$ cat src/rtl/frame_pkg.sv
// Shared definitions for the frame controller slice: command encodings,
// FSM state encoding and the reset-view origin constants.
package frame_pkg;

    typedef enum logic [2:0] {
        OP_REDRAW     = 3'd0,
        OP_LEFT       = 3'd1,
        OP_RIGHT      = 3'd2,
        OP_UP         = 3'd3,
        OP_DOWN       = 3'd4,
        OP_ZOOM_IN    = 3'd5,
        OP_ZOOM_OUT   = 3'd6,
        OP_RESET_VIEW = 3'd7
    } op_e;

    typedef enum logic [2:0] {
        ST_IDLE  = 3'd0,
        ST_LOAD  = 3'd1,
        ST_KICK  = 3'd2,
        ST_SOLVE = 3'd3,
        ST_DRAIN = 3'd4
    } state_e;

    // Reset-view origin: x = -2.0, y = -1.0 with 20 fractional bits.
    localparam int RESET_MIN_X = -(2 << 20);
    localparam int RESET_MIN_Y = -(1 << 20);

endpackage

$ cat src/rtl/frame_controller_if.sv
// Bus between the command source / solver / iterator side and the frame
// controller.
//   cmd_valid/cmd_ready/cmd_op : command handshake
//   solver_reset/solver_done   : multi_solver restart and completion
//   readout_en/end_stream      : pixel iterator enable and completion
//   min_x/min_y/dx/dy          : current view (signed fixed point)
//   busy/frame_done/frame_count: status
// Modport slave is the controller side, master the environment side.
interface frame_controller_if #(
    parameter int WIDTH = 27
);
    logic                    cmd_valid;
    logic                    cmd_ready;
    logic [2:0]              cmd_op;
    logic                    solver_reset;
    logic                    solver_done;
    logic                    readout_en;
    logic                    end_stream;
    logic signed [WIDTH-1:0] min_x;
    logic signed [WIDTH-1:0] min_y;
    logic signed [WIDTH-1:0] dx;
    logic signed [WIDTH-1:0] dy;
    logic                    busy;
    logic                    frame_done;
    logic [15:0]             frame_count;

    modport slave (
        input  cmd_valid, cmd_op, solver_done, end_stream,
        output cmd_ready, solver_reset, readout_en, min_x, min_y, dx, dy,
               busy, frame_done, frame_count
    );

    modport master (
        output cmd_valid, cmd_op, solver_done, end_stream,
        input  cmd_ready, solver_reset, readout_en, min_x, min_y, dx, dy,
               busy, frame_done, frame_count
    );
endinterface

$ cat src/rtl/frame_controller_view_update.sv
// view_update: combinational next-view computation.
//   op            : command to apply
//   min_x/min_y/d : current view origin and pixel pitch
//   nx/ny/nd      : resulting view
// All arithmetic wraps modulo 2^WIDTH; no saturation on the origin.
module view_update
    import frame_pkg::*;
#(
    parameter int NUM_COLUMNS = 99,
    parameter int NUM_ROWS    = 66,
    parameter int WIDTH       = 27,
    parameter int PAN_STEP    = 8,
    parameter int DEFAULT_D   = 31775
) (
    input  op_e                     op,
    input  logic signed [WIDTH-1:0] min_x,
    input  logic signed [WIDTH-1:0] min_y,
    input  logic signed [WIDTH-1:0] d,
    output logic signed [WIDTH-1:0] nx,
    output logic signed [WIDTH-1:0] ny,
    output logic signed [WIDTH-1:0] nd
);
    localparam logic signed [WIDTH-1:0] PAN      = WIDTH'(PAN_STEP);
    localparam logic signed [WIDTH-1:0] HALF_C   = WIDTH'(NUM_COLUMNS / 2);
    localparam logic signed [WIDTH-1:0] HALF_R   = WIDTH'(NUM_ROWS / 2);
    localparam logic signed [WIDTH-1:0] ZOOM_LIM = WIDTH'(64'sd1 << (WIDTH - 3));
    localparam logic signed [WIDTH-1:0] ONE      = WIDTH'(1);
    localparam logic signed [WIDTH-1:0] RST_X    = WIDTH'(RESET_MIN_X);
    localparam logic signed [WIDTH-1:0] RST_Y    = WIDTH'(RESET_MIN_Y);
    localparam logic signed [WIDTH-1:0] RST_D    = WIDTH'(DEFAULT_D);

    logic signed [WIDTH-1:0] half_d;

    assign half_d = d >>> 1;

    always_comb begin
        nx = min_x;
        ny = min_y;
        nd = d;
        unique case (op)
            OP_LEFT:  nx = min_x - PAN * d;
            OP_RIGHT: nx = min_x + PAN * d;
            OP_UP:    ny = min_y - PAN * d;
            OP_DOWN:  ny = min_y + PAN * d;
            // Zoom about the frame centre: the centre pixel stays put.
            OP_ZOOM_IN: begin
                if (d > ONE) begin
                    nx = min_x + HALF_C * half_d;
                    ny = min_y + HALF_R * half_d;
                    nd = half_d;
                end
            end
            // Upper bound keeps the doubled pitch from reaching the sign bit.
            OP_ZOOM_OUT: begin
                if (d < ZOOM_LIM) begin
                    nx = min_x - HALF_C * d;
                    ny = min_y - HALF_R * d;
                    nd = d <<< 1;
                end
            end
            OP_RESET_VIEW: begin
                nx = RST_X;
                ny = RST_Y;
                nd = RST_D;
            end
            default: ;
        endcase
    end
endmodule

$ cat src/rtl/frame_controller.sv
// frame_controller: sequences one render per accepted command.
//   clock, reset (synchronous, active high)
//   bus (slave): command handshake, solver restart/done, iterator
//                enable/end, current view, busy/frame_done/frame_count.
// A one-deep pending slot holds a command that arrives while a frame is
// in flight; it runs on the cycle after frame_done.
// Optional: FRAME_CONTROLLER_AUTOSTART_EN renders the reset view once
// right after reset without waiting for a command.
module frame_controller
    import frame_pkg::*;
#(
    parameter int NUM_COLUMNS = 99,
    parameter int NUM_ROWS    = 66,
    parameter int WIDTH       = 27,
    parameter int PAN_STEP    = 8,
    parameter int DEFAULT_D   = 31775
) (
    input  logic                 clock,
    input  logic                 reset,
    frame_controller_if.slave    bus
);
    state_e                  state, next_state;
    op_e                     cur_op, pending_op;
    logic                    pending_valid;
    logic signed [WIDTH-1:0] min_x, min_y, d;
    logic signed [WIDTH-1:0] nx, ny, nd;
    logic [15:0]             frame_count;
    logic                    accept;
    logic                    autostart_now;

`ifdef FRAME_CONTROLLER_AUTOSTART_EN
    logic autostart_pend;
    assign autostart_now = autostart_pend && (state == ST_IDLE);
`else
    assign autostart_now = 1'b0;
`endif

    assign bus.cmd_ready = !pending_valid;
    assign accept        = bus.cmd_valid && !pending_valid;

    view_update #(
        .NUM_COLUMNS (NUM_COLUMNS),
        .NUM_ROWS    (NUM_ROWS),
        .WIDTH       (WIDTH),
        .PAN_STEP    (PAN_STEP),
        .DEFAULT_D   (DEFAULT_D)
    ) u_view_update (
        .op    (cur_op),
        .min_x (min_x),
        .min_y (min_y),
        .d     (d),
        .nx    (nx),
        .ny    (ny),
        .nd    (nd)
    );

    // State register plus the datapath registers it sequences.
    always_ff @(posedge clock) begin
        if (reset) begin
            state         <= ST_IDLE;
            cur_op        <= OP_REDRAW;
            pending_op    <= OP_REDRAW;
            pending_valid <= 1'b0;
            min_x         <= WIDTH'(RESET_MIN_X);
            min_y         <= WIDTH'(RESET_MIN_Y);
            d             <= WIDTH'(DEFAULT_D);
            frame_count   <= '0;
`ifdef FRAME_CONTROLLER_AUTOSTART_EN
            autostart_pend <= 1'b1;
`endif
        end else begin
            state <= next_state;
`ifdef FRAME_CONTROLLER_AUTOSTART_EN
            autostart_pend <= 1'b0;
`endif
            // In IDLE a fresh command bypasses the slot; elsewhere (and
            // during the autostart cycle) it is parked in the slot.
            if (state == ST_IDLE && !autostart_now) begin
                if (accept) begin
                    cur_op <= op_e'(bus.cmd_op);
                end else if (pending_valid) begin
                    cur_op        <= pending_op;
                    pending_valid <= 1'b0;
                end
            end else if (accept) begin
                pending_valid <= 1'b1;
                pending_op    <= op_e'(bus.cmd_op);
            end
            if (state == ST_LOAD) begin
                min_x <= nx;
                min_y <= ny;
                d     <= nd;
            end
            if (state == ST_DRAIN && bus.end_stream)
                frame_count <= frame_count + 16'd1;
        end
    end

    always_comb begin
        next_state = state;
        unique case (state)
            ST_IDLE: begin
                if (autostart_now)
                    next_state = ST_KICK;
                else if (accept || pending_valid)
                    next_state = ST_LOAD;
            end
            ST_LOAD:  next_state = ST_KICK;
            ST_KICK:  next_state = ST_SOLVE;
            ST_SOLVE: if (bus.solver_done) next_state = ST_DRAIN;
            ST_DRAIN: if (bus.end_stream)  next_state = ST_IDLE;
            default:  next_state = ST_IDLE;
        endcase
    end

    always_comb begin
        bus.solver_reset = (state == ST_KICK);
        bus.readout_en   = (state == ST_DRAIN);
        bus.busy         = (state != ST_IDLE);
        bus.frame_done   = (state == ST_DRAIN) && bus.end_stream;
    end

    assign bus.min_x       = min_x;
    assign bus.min_y       = min_y;
    assign bus.dx          = d;
    assign bus.dy          = d;
    assign bus.frame_count = frame_count;
endmodule

$ cat src/flat_wrapper.sv
// flat-port wrapper written by rule: the top's interface ports become plain ports
module frame_controller_flat import frame_pkg::*;
#(
    parameter int NUM_COLUMNS = 99,
    parameter int NUM_ROWS    = 66,
    parameter int WIDTH       = 27,
    parameter int PAN_STEP    = 8,
    parameter int DEFAULT_D   = 31775
)
  (clock, reset, bus_cmd_valid, bus_cmd_op, bus_solver_done, bus_end_stream, bus_cmd_ready, bus_solver_reset, bus_readout_en, bus_min_x, bus_min_y, bus_dx, bus_dy, bus_busy, bus_frame_done, bus_frame_count);
  frame_controller_if #(.WIDTH(WIDTH)) bus_i ();
  input  logic clock;
  input  logic reset;
  input wire logic [$bits(bus_i.cmd_valid)-1:0] bus_cmd_valid;
  input wire logic [$bits(bus_i.cmd_op)-1:0] bus_cmd_op;
  input wire logic [$bits(bus_i.solver_done)-1:0] bus_solver_done;
  input wire logic [$bits(bus_i.end_stream)-1:0] bus_end_stream;
  output wire logic [$bits(bus_i.cmd_ready)-1:0] bus_cmd_ready;
  output wire logic [$bits(bus_i.solver_reset)-1:0] bus_solver_reset;
  output wire logic [$bits(bus_i.readout_en)-1:0] bus_readout_en;
  output wire logic [$bits(bus_i.min_x)-1:0] bus_min_x;
  output wire logic [$bits(bus_i.min_y)-1:0] bus_min_y;
  output wire logic [$bits(bus_i.dx)-1:0] bus_dx;
  output wire logic [$bits(bus_i.dy)-1:0] bus_dy;
  output wire logic [$bits(bus_i.busy)-1:0] bus_busy;
  output wire logic [$bits(bus_i.frame_done)-1:0] bus_frame_done;
  output wire logic [$bits(bus_i.frame_count)-1:0] bus_frame_count;
  assign bus_i.cmd_valid = bus_cmd_valid;
  assign bus_i.cmd_op = bus_cmd_op;
  assign bus_i.solver_done = bus_solver_done;
  assign bus_i.end_stream = bus_end_stream;
  assign bus_cmd_ready = bus_i.cmd_ready;
  assign bus_solver_reset = bus_i.solver_reset;
  assign bus_readout_en = bus_i.readout_en;
  assign bus_min_x = bus_i.min_x;
  assign bus_min_y = bus_i.min_y;
  assign bus_dx = bus_i.dx;
  assign bus_dy = bus_i.dy;
  assign bus_busy = bus_i.busy;
  assign bus_frame_done = bus_i.frame_done;
  assign bus_frame_count = bus_i.frame_count;
  frame_controller #(.NUM_COLUMNS(NUM_COLUMNS), .NUM_ROWS(NUM_ROWS), .WIDTH(WIDTH), .PAN_STEP(PAN_STEP), .DEFAULT_D(DEFAULT_D)) u_core (.clock(clock), .reset(reset), .bus(bus_i));
endmodule
$ cat config.mk
export PLATFORM = sky130hd
export DESIGN_NAME = frame_controller_flat
export DESIGN_NICKNAME = d
export VERILOG_FILES = /design/src/rtl/frame_pkg.sv /design/src/rtl/frame_controller_if.sv /design/src/rtl/frame_controller_view_update.sv /design/src/rtl/frame_controller.sv /design/src/flat_wrapper.sv
export SDC_FILE = /design/constraint.sdc
export NUM_CORES = 1
export LEC_CHECK = 0
export ABC_CLOCK_PERIOD_IN_PS = 5430
export CELL_PAD_IN_SITES_DETAIL_PLACEMENT = 0
export CELL_PAD_IN_SITES_GLOBAL_PLACEMENT = 2
export CORE_MARGIN = 3
export CORE_UTILIZATION = 38
export CTS_CLUSTER_DIAMETER = 80
export DETAILED_ROUTE_END_ITERATION = 8
export PLACE_DENSITY_LB_ADDON = 0.2
export SYNTH_ARGS = -nofsm -noshare
export SYNTH_HDL_FRONTEND = slang
export SYNTH_SLANG_ARGS = --single-unit
$ cat constraint.sdc
create_clock -name clock -period 5.43 [get_ports clock]
set_input_delay 0.543 -clock clock [delete_from_list [all_inputs] [get_ports clock]]
set_output_delay 0.543 -clock clock [all_outputs]
set_load 0.02 [all_outputs]
==> summary.txt, run 1 <==
Floorplanning
  – FP Rows: 85
  – Die ar.: around 0.057 mm2
  – Die width: 239.7 um
  – Initial Util: 38.48%
  – Die height: 239.7 um
  – Core ar.: about 0.054 mm2
  – I/O pin count: about 140

Synth
  – Post-synth top flop: dfxtp_1
  – Warnings from Yosys: 0
  – EDFF count, synth: 0
  – Synth Area in XOR/XNOR: under 10%
  – Adder-Cell Fraction of Synth Area: 38.13%
  – Syn_nets: 3115
  – Mux contribution to synthesized area: less than 1%
  – Synth Area in Simple Gates: 10.59%
  – Synth Area in Compound Gates: roughly a fifth
  – Seq/Total Area, Yosys: 10.32%
  – Asr flop ratio synth: 0%
  – Main combinational cell family by area after synthesis: adder cells
  – Post-Synthesis Cells: 2549
  – Avg Synthesized Cell Area: 8.141 um2
  – Yosys reg bits: 107
  – Synth Cell Area: ~0.021 mm2
  – Yosys cell types: 84

Pwr
  – Power Density: 376.8 mW/mm2
  – Peak supply drop: 0.2358 mV
  – LEAKAGE: 10.96 nW

Timing
  – Post-route minimum period: about 4.9 ns
  – RSZ-0062 raised after global routing: no
  – Setup TNS: 0 ns
  – Hold Slack: between 0.5 and 0.6 ns
  – Max Slew Vio Count: 0
  – Clock Skews: approximately 0.011 ns
  – Fin crit share: roughly nine tenths
  – Fmax: 202.0 MHz
  – Final setup violation count: 0
  – Actual slew at the worst max-slew pin: between 1 and 1.5 ns
  – Relative slew margins: 33.02%
  – Final Hold Vio Count: 0

Setup path
  – FF-to-FF Start: u_core.bus.dx[11]$_SDFFE_PP1P_
  – Crit Path Category: reg -> reg
  – Worst path required time: 5.71 ns
  – Critical Path Start: u_core.bus.dx[11]$_SDFFE_PP1P_
  – CP endpoint kind: register
  – Crit-path max FO: 6
  – Crit path arrival time: ~5.2 ns
  – Startpoint types: register

Finish
  – # diodes: 0
  – Share of layout cells above drive strength 1: 3.893%
  – Fin util: between 40% and 50%
  – Final instance area: 0.02322 mm2
  – FF/Latch Area: approximately 0.0021 mm2
  – Layout Nets: 3210
  – Multi-input logic area: about 0.016 mm2
  – Area growth syn-to-layout: 11.88%
  – Non-filler cells, final: ~3300
  – Fill cells: approximately 5500

Job
  – Max-cap violation count: 0

Clocking
  – TritonCTS Buffers: 9
  – Post-CTS Setup Bufs: 0
  – Post-CTS sizing: 0
  – H-tree levels: 3
  – Clock buffer depth: 2
  – Clock slew at reported path FFs: approximately 0.08 ns
  – Clock sinks: 107
  – Clk root buf: clkbuf_16
  – CTS tree: yes
  – CTS Hold Bufs: 0
  – Clk Latency, worst-skew pair: 0.39 ns

Place
  – RD Place Congestion: 0.8594
  – DP Wirelength: 52670 um
  – Port-buffer cells: 136
  – Inst Count DP: 3329
  – Placed instance area: 0.02290 mm2

Min path
  – Hold crit path type: reg -> reg
  – Hold Path Origin: u_core.pending_op[1]$_SDFFE_PP0P_

Route
  – DRC: 0
  – Final WL: between 60000 and 70000 um
  – DRT Pass-1 Iters: 5
  – DR vias: approximately 18000
  – Vias per inst: 5.437
  – Wire per inst: 20.00 um
  – Antenna Nets Post-Route: 0
  – Initial drt markers: 1039

Global routing
  – First-pass GRT wire length: 104000 um
  – Antenna violations before repair: 0
  – Largest net degree at the start of global routing: 70
  – Vias in the first global route: 18090
  – Grt ovf: 0
  – Global Route Usage Sum: 23.48%

Status
  – Status: finished clean
## metrics by stage
stage               total power (W)  setup WS, ns
floorplan                  0.006186        0.6916
global placement           0.007856        0.5913
detailed placement         0.007873        0.5399
CTS                        0.008762        0.5137
global route               0.009646        0.2291
finish                     0.008747        0.4803
## registers in the layout, indices dropped and copies added, names as in the netlist
signal,count
u_core.pending_valid,1
u_core.bus.min_y,27
u_core.cur_op,3
u_core.pending_op,3
u_core.bus.dx,27
u_core.bus.min_x,27
u_core.state,3
u_core.bus.frame_count,16
## where the power goes
group,switching [W],internal [W],total [W]
registers,0.000117,0.000850,0.000967
clock network,0.000363,0.000445,0.000808
logic,0.00404,0.00293,0.00697
total,0.00452,0.00422,0.00875
## synth_stat cells, types with 8 or more instances
master | n | area, um2
xor2_1 | 53 | 464.2
nand2_1 | 95 | 356.6
nand2b_1 | 14 | 87.58
a31oi_1 | 30 | 187.7
a211o_1 | 11 | 96.34
inv_1 | 478 | 1794
fa_1 | 124 | 2482
nand3_1 | 44 | 220.2
o211ai_1 | 18 | 135.1
nor3_1 | 51 | 255.2
a221oi_1 | 29 | 254.0
buf_4 | 27 | 202.7
dfxtp_1 | 107 | 2142
o31ai_1 | 9 | 67.56
a21oi_1 | 142 | 710.7
a211oi_1 | 88 | 660.6
or3_1 | 11 | 68.82
a2111oi_0 | 8 | 70.07
o22ai_1 | 13 | 81.33
o21a_1 | 27 | 202.7
o21bai_1 | 10 | 75.07
nand4_1 | 12 | 75.07
a21o_1 | 47 | 352.8
nor4_1 | 11 | 68.82
clkbuf_1 | 65 | 244.0
nor2_1 | 150 | 563.0
and2_1 | 9 | 56.30
mux2i_1 | 14 | 140.1
and3_1 | 19 | 118.9
xnor2_1 | 147 | 1287
ha_1 | 434 | 5430
nor2b_1 | 19 | 118.9
o21ai_0 | 92 | 460.4
a22oi_1 | 10 | 75.07
## cell type report
cell class,instances,share of cell area (%)
Sequential cell,107,9.227
Inverter,481,7.777
Clock inverter,3,0.3880
Tap cell,696,3.751
Multi-Input combinational cell,1855,70.27
Clock buffer,10,0.9863
Timing Repair Buffer,190,7.599
## cells by family after synthesis
| logic type | count (synthesis) |
|---|---|
| DFF | 107 |
| AOI/OAI and AO/OA | 619 |
| and+or+nand+nor | 461 |
| muxes | 17 |
| adders and majority gates | 558 |
| xor gates and xnor gates | 200 |
| buffers and inverters | 587 |
## routing by layer
metal  global-route usage, %  up-vias  wire [um]
li1                        -     8939          -
met1                   30.86     8732      30550
met2                   40.51      410      31970
met3                   2.464       89       2326
met4                   7.220        0       1981
met5                       0        -          0
## final timing paths
kind                                       endpoint  slack [ns]  cells after the start
setup / recovery  u_core.bus.min_x[22]$_SDFFE_PP1P_        0.48                     17
hold / removal    u_core.pending_op[1]$_SDFFE_PP0P_        0.50                      2
setup reg to reg  u_core.bus.min_x[22]$_SDFFE_PP1P_        0.48                     17
hold reg to reg   u_core.pending_op[1]$_SDFFE_PP0P_        0.50                      2
## worst max-delay path, stage by stage (launching register included)
cell	delay, ns
dfxtp_1	0.61
inv_1	0.27
ha_1	0.42
ha_1	0.25
fa_1	0.51
inv_1	0.05
fa_1	0.47
inv_1	0.04
ha_1	0.32
a21o_1	0.17
a21oi_1	0.19
o21bai_1	0.13
a41oi_1	0.28
nor3b_1	0.46
xnor2_1	0.12
a21oi_1	0.15
o21ai_0	0.09
a221o_1	0.30
## cell usage in the layout, fill, tap and decap left out, types with 7 or more instances in the layout
| cell | netlist | layout |
|---|---|---|
| inv_1 | 478 | 478 |
| ha_1 | 434 | 434 |
| nor2_1 | 150 | 148 |
| xnor2_1 | 147 | 147 |
| a21oi_1 | 142 | 142 |
| clkdlybuf4s50_1 | 0 | 135 |
| fa_1 | 124 | 124 |
| dfxtp_1 | 107 | 107 |
| nand2_1 | 95 | 94 |
| o21ai_0 | 92 | 92 |
| a211oi_1 | 88 | 88 |
| buf_4 | 27 | 55 |
| xor2_1 | 53 | 53 |
| nor3_1 | 51 | 51 |
| a21o_1 | 47 | 47 |
| nand3_1 | 44 | 43 |
| a31oi_1 | 30 | 30 |
| a221oi_1 | 29 | 29 |
| o21a_1 | 27 | 27 |
| and3_1 | 19 | 19 |
| nor2b_1 | 19 | 19 |
| o211ai_1 | 18 | 18 |
| nand2b_1 | 14 | 14 |
| mux2i_1 | 14 | 14 |
| o22ai_1 | 13 | 13 |
| nand4_1 | 12 | 12 |
| or3_1 | 11 | 11 |
| nor4_1 | 11 | 11 |
| a211o_1 | 11 | 11 |
| o21bai_1 | 10 | 10 |
| a22oi_1 | 10 | 10 |
| o31ai_1 | 9 | 9 |
| clkbuf_16 | 0 | 9 |
| and2_1 | 9 | 8 |
| a2111oi_0 | 8 | 8 |
| nor3b_1 | 7 | 7 |
| a21boi_0 | 7 | 7 |
| o21ai_1 | 7 | 7 |
| o221ai_1 | 7 | 7 |
| a311oi_1 | 7 | 7 |
(Power assumes the default switching activity.)
==> run 2, diff against run 1 <==
- ABC_AREA: not set -> 1
- CORE_UTILIZATION: 38 -> 34
==> summary.txt, run 2 <==
Clocking
  – Clk Latency, worst-skew pair: roughly 0.42 ns
  – CTS Hold Bufs: 0
  – Clk root buf: clkbuf_16
  – Clock buffer depth: 2
  – Post-CTS Setup Bufs: 0
  – H-tree levels: 3
  – Clock sinks: around 110
  – CTS tree: yes
  – Post-CTS sizing: 0
  – Clock slew at reported path FFs: around 0.1 ns
  – TritonCTS Buffers: 9

Global routing
  – Largest net degree at the start of global routing: 61
  – Global Route Usage Sum: approximately a quarter
  – Vias in the first global route: around 25000
  – Antenna violations before repair: 0
  – Grt ovf: 0
  – First-pass GRT wire length: 151100 um

Route
  – DR vias: 24680
  – Antenna Nets Post-Route: 0
  – DRT Pass-1 Iters: 6
  – Final WL: 99880 um
  – Initial drt markers: between 1000 and 1500
  – Wire per inst: just under 20 um
  – DRC: 0
  – Vias per inst: 4.912

Timing
  – Clock Skews: between 0.015 and 0.02 ns
  – RSZ-0062 raised after global routing: no
  – Setup TNS: 0 ns
  – Max Slew Vio Count: 0
  – Fin crit share: roughly 84%
  – Final Hold Vio Count: 0
  – Post-route minimum period: ~4.6 ns
  – Final setup violation count: 0
  – Relative slew margins: 34.73%
  – Fmax: around 220 MHz
  – Actual slew at the worst max-slew pin: about 0.98 ns

Synth
  – Largest area contributor in the synthesized netlist: ha_1
  – Top post-synthesis cells by count: nand2_1, inv_1, ha_1
  – Synth Cell Area: about 0.024 mm2
  – Warnings from Yosys: 0
  – Syn_nets: 4527
  – Avg Synthesized Cell Area: 6.160 um2
  – Asr flop ratio synth: 0%
  – Post-Synthesis Cells: 3961
  – Seq/Total Area, Yosys: roughly 8.8%
  – Yosys reg bits: 107
  – EDFF count, synth: 0
  – Yosys cell types: 48
  – Top cells by area, synth: ha_1, nand2_1, inv_1, fa_1, dfxtp_1
  – Post-synth top flop: dfxtp_1
  – Top-count cell post-synth: nand2_1
  – Top-area cell type share of the netlist area: 22.26%

Pwr
  – P_int: a little over 0.004 W
  – Sw frac: 62.77%
  – LEAKAGE: ~15 nW
  – Power Density: 402.9 mW/mm2
  – Seq pwr share: 9.4%
  – Logic pwr share: 83.5%
  – Power share of the clock group: under 10%
  – Peak supply drop: 0.1859 mV
  – Psw: between 0.006 and 0.007 W

Floorplanning
  – Die height: 273.9 um
  – FP Rows: 97
  – Die width: 273.9 um
  – Die ar.: ~0.075 mm2
  – I/O pin count: 137
  – Core ar.: between 0.07 and 0.08 mm2
  – Initial Util: roughly 35%

Finish
  – Area growth syn-to-layout: 11.35%
  – Most common cell after layout, fill and taps aside: nand2_1
  – # diodes: 0
  – Final instance area: between 0.02 and 0.03 mm2
  – Share of layout cells above drive strength 1: ~3.2%
  – Most frequent cells in the layout: nand2_1, inv_1, ha_1
  – Layout Nets: 4646
  – Non-filler cells, final: 5025
  – Fill cells: 7914

Place
  – Placed instance area: between 0.02 and 0.03 mm2
  – RD Place Congestion: 0.9175
  – Inst Count DP: 5009
  – Port-buffer cells: 136
  – DP Wirelength: 83380 um

Setup path
  – Worst path required time: 5.75 ns
  – R2R Setup Slk: 0.85 ns
  – Reg2reg end: u_core.bus.min_x[21]$_SDFFE_PP1P_
  – R2R depth: 19
  – Crit path arrival time: 4.90 ns
  – Startpoint types: register
  – CP endpoint kind: register
  – Critical Path Start: u_core.bus.dx[15]$_SDFFE_PP0P_
  – Crit-path max FO: 9
  – FF-to-FF Start: u_core.bus.dx[15]$_SDFFE_PP0P_
  – Crit Path Category: reg -> reg

Min path
  – Hold path depth: 2
  – Hold Path Origin: reset
  – Hold crit path type: in -> reg
  – Hold EP: u_core.state[2]$_SDFFE_PP0P_

Job
  – Max-cap violation count: 0

Status
  – Status: finished clean
[run 2: cell count changes in the layout (fill, tap and decap cells not counted), moves of 44 or more]
cell and change:
a21oi_1 +64, nand4_1 +54, nand3_1 +215, nand2_1 +1023, nor2_1 +147, a21o_1 -44, inv_1 +411, xnor2_1 -136
a211oi_1 -81
[run 2: kinds of logic (layout without fill, tap and decap cells)]
logic type | count (synthesis) | count (layout) | synth area share, %
compound gates | 429 | 429 | 9.636
xor+xnor | 50 | 50 | 1.795
fa+ha+maj | 558 | 558 | 32.43
buf+inv | 983 | 1107 | 15.82
flops | 107 | 107 | 8.779
simple gates | 1834 | 1834 | 31.54
[run 2: critical path, stage by stage, from the launching register on]
cell and delay [ns]:
dfxtp_1 0.59, inv_1 0.27, ha_1 0.40, ha_1 0.31, fa_1 0.48, inv_1 0.05
fa_1 0.48, inv_1 0.05, ha_1 0.39, nand2_1 0.10, inv_1 0.11, nand2_1 0.08
nor3_1 0.36, nand4_1 0.31, nand3_1 0.19, nand2_1 0.06, nand3_1 0.07, nand3_1 0.07
nand2_1 0.07, nand2_1 0.04
[run 2: cell type report]
class                   count  area (um2)  share of cell area (%)
clock buffers              10       239.0                  0.8797
inverters                 902        3386                   12.46
well taps                 940        1176                   4.329
flip-flops and latches    107        2142                   7.885
multi-input cells        2871       18400                   67.74
repair buffers            189        1757                   6.466
clock inverters             6       65.06                  0.2395
[run 2: how the worst max path moves through the flow]
stage	end	slack, ns	cells after the start
2_1_floorplan	u_core.bus.min_x[13]$_SDFFE_PP0P_	1.46	18
4_1_cts	u_core.bus.min_x[21]$_SDFFE_PP1P_	0.85	19
3_3_place_gp	u_core.bus.min_x[21]$_SDFFE_PP1P_	0.89	19
3_5_place_dp	u_core.bus.min_x[21]$_SDFFE_PP1P_	0.89	19
5_1_grt	u_core.bus.min_x[21]$_SDFFE_PP1P_	0.52	19
6_report	u_core.bus.min_x[21]$_SDFFE_PP1P_	0.85	19
[run 2: power by group through the flow]
stage / sequential (W) / combinational, W / clock, W
2_1_floorplan: 0.00105 / 0.00624 / 0
3_3_place_gp: 0.00105 / 0.00911 / 0
3_5_place_dp: 0.00104 / 0.00908 / 0
4_1_cts: 0.00103 / 0.00914 / 0.000803
5_1_grt: 0.00104 / 0.0103 / 0.000818
6_report: 0.00103 / 0.00913 / 0.000782
[run 2: metal layers]
metal / up-vias / global-route usage, % / wire length, um
met3: 125 / 1.566 / 2571
li1: 12580 / - / -
met2: 422 / 48.93 / 49880
met1: 11560 / 33.51 / 44550
met5: - / 0 / 0
met4: 0 / 8.159 / 2881
[run 2: through the flow]
| stage | setup slack, ns | hold slack, ns | power (W) | util (%) |
|---|---|---|---|---|
| final | 0.8505 | 0.4415 | 0.01094 | 38.53 |
| after global routing | 0.5197 | 0.4543 | 0.01221 | 38.53 |
| after CTS | 0.8513 | 0.4208 | 0.01097 | 38.53 |
| after detailed placement | 0.8875 | 0.4918 | 0.01013 | 38.10 |
| after global placement | 0.8852 | 0.4795 | 0.01016 | 38.10 |
| after floorplan | 1.459 | 0.4908 | 0.007286 | - |
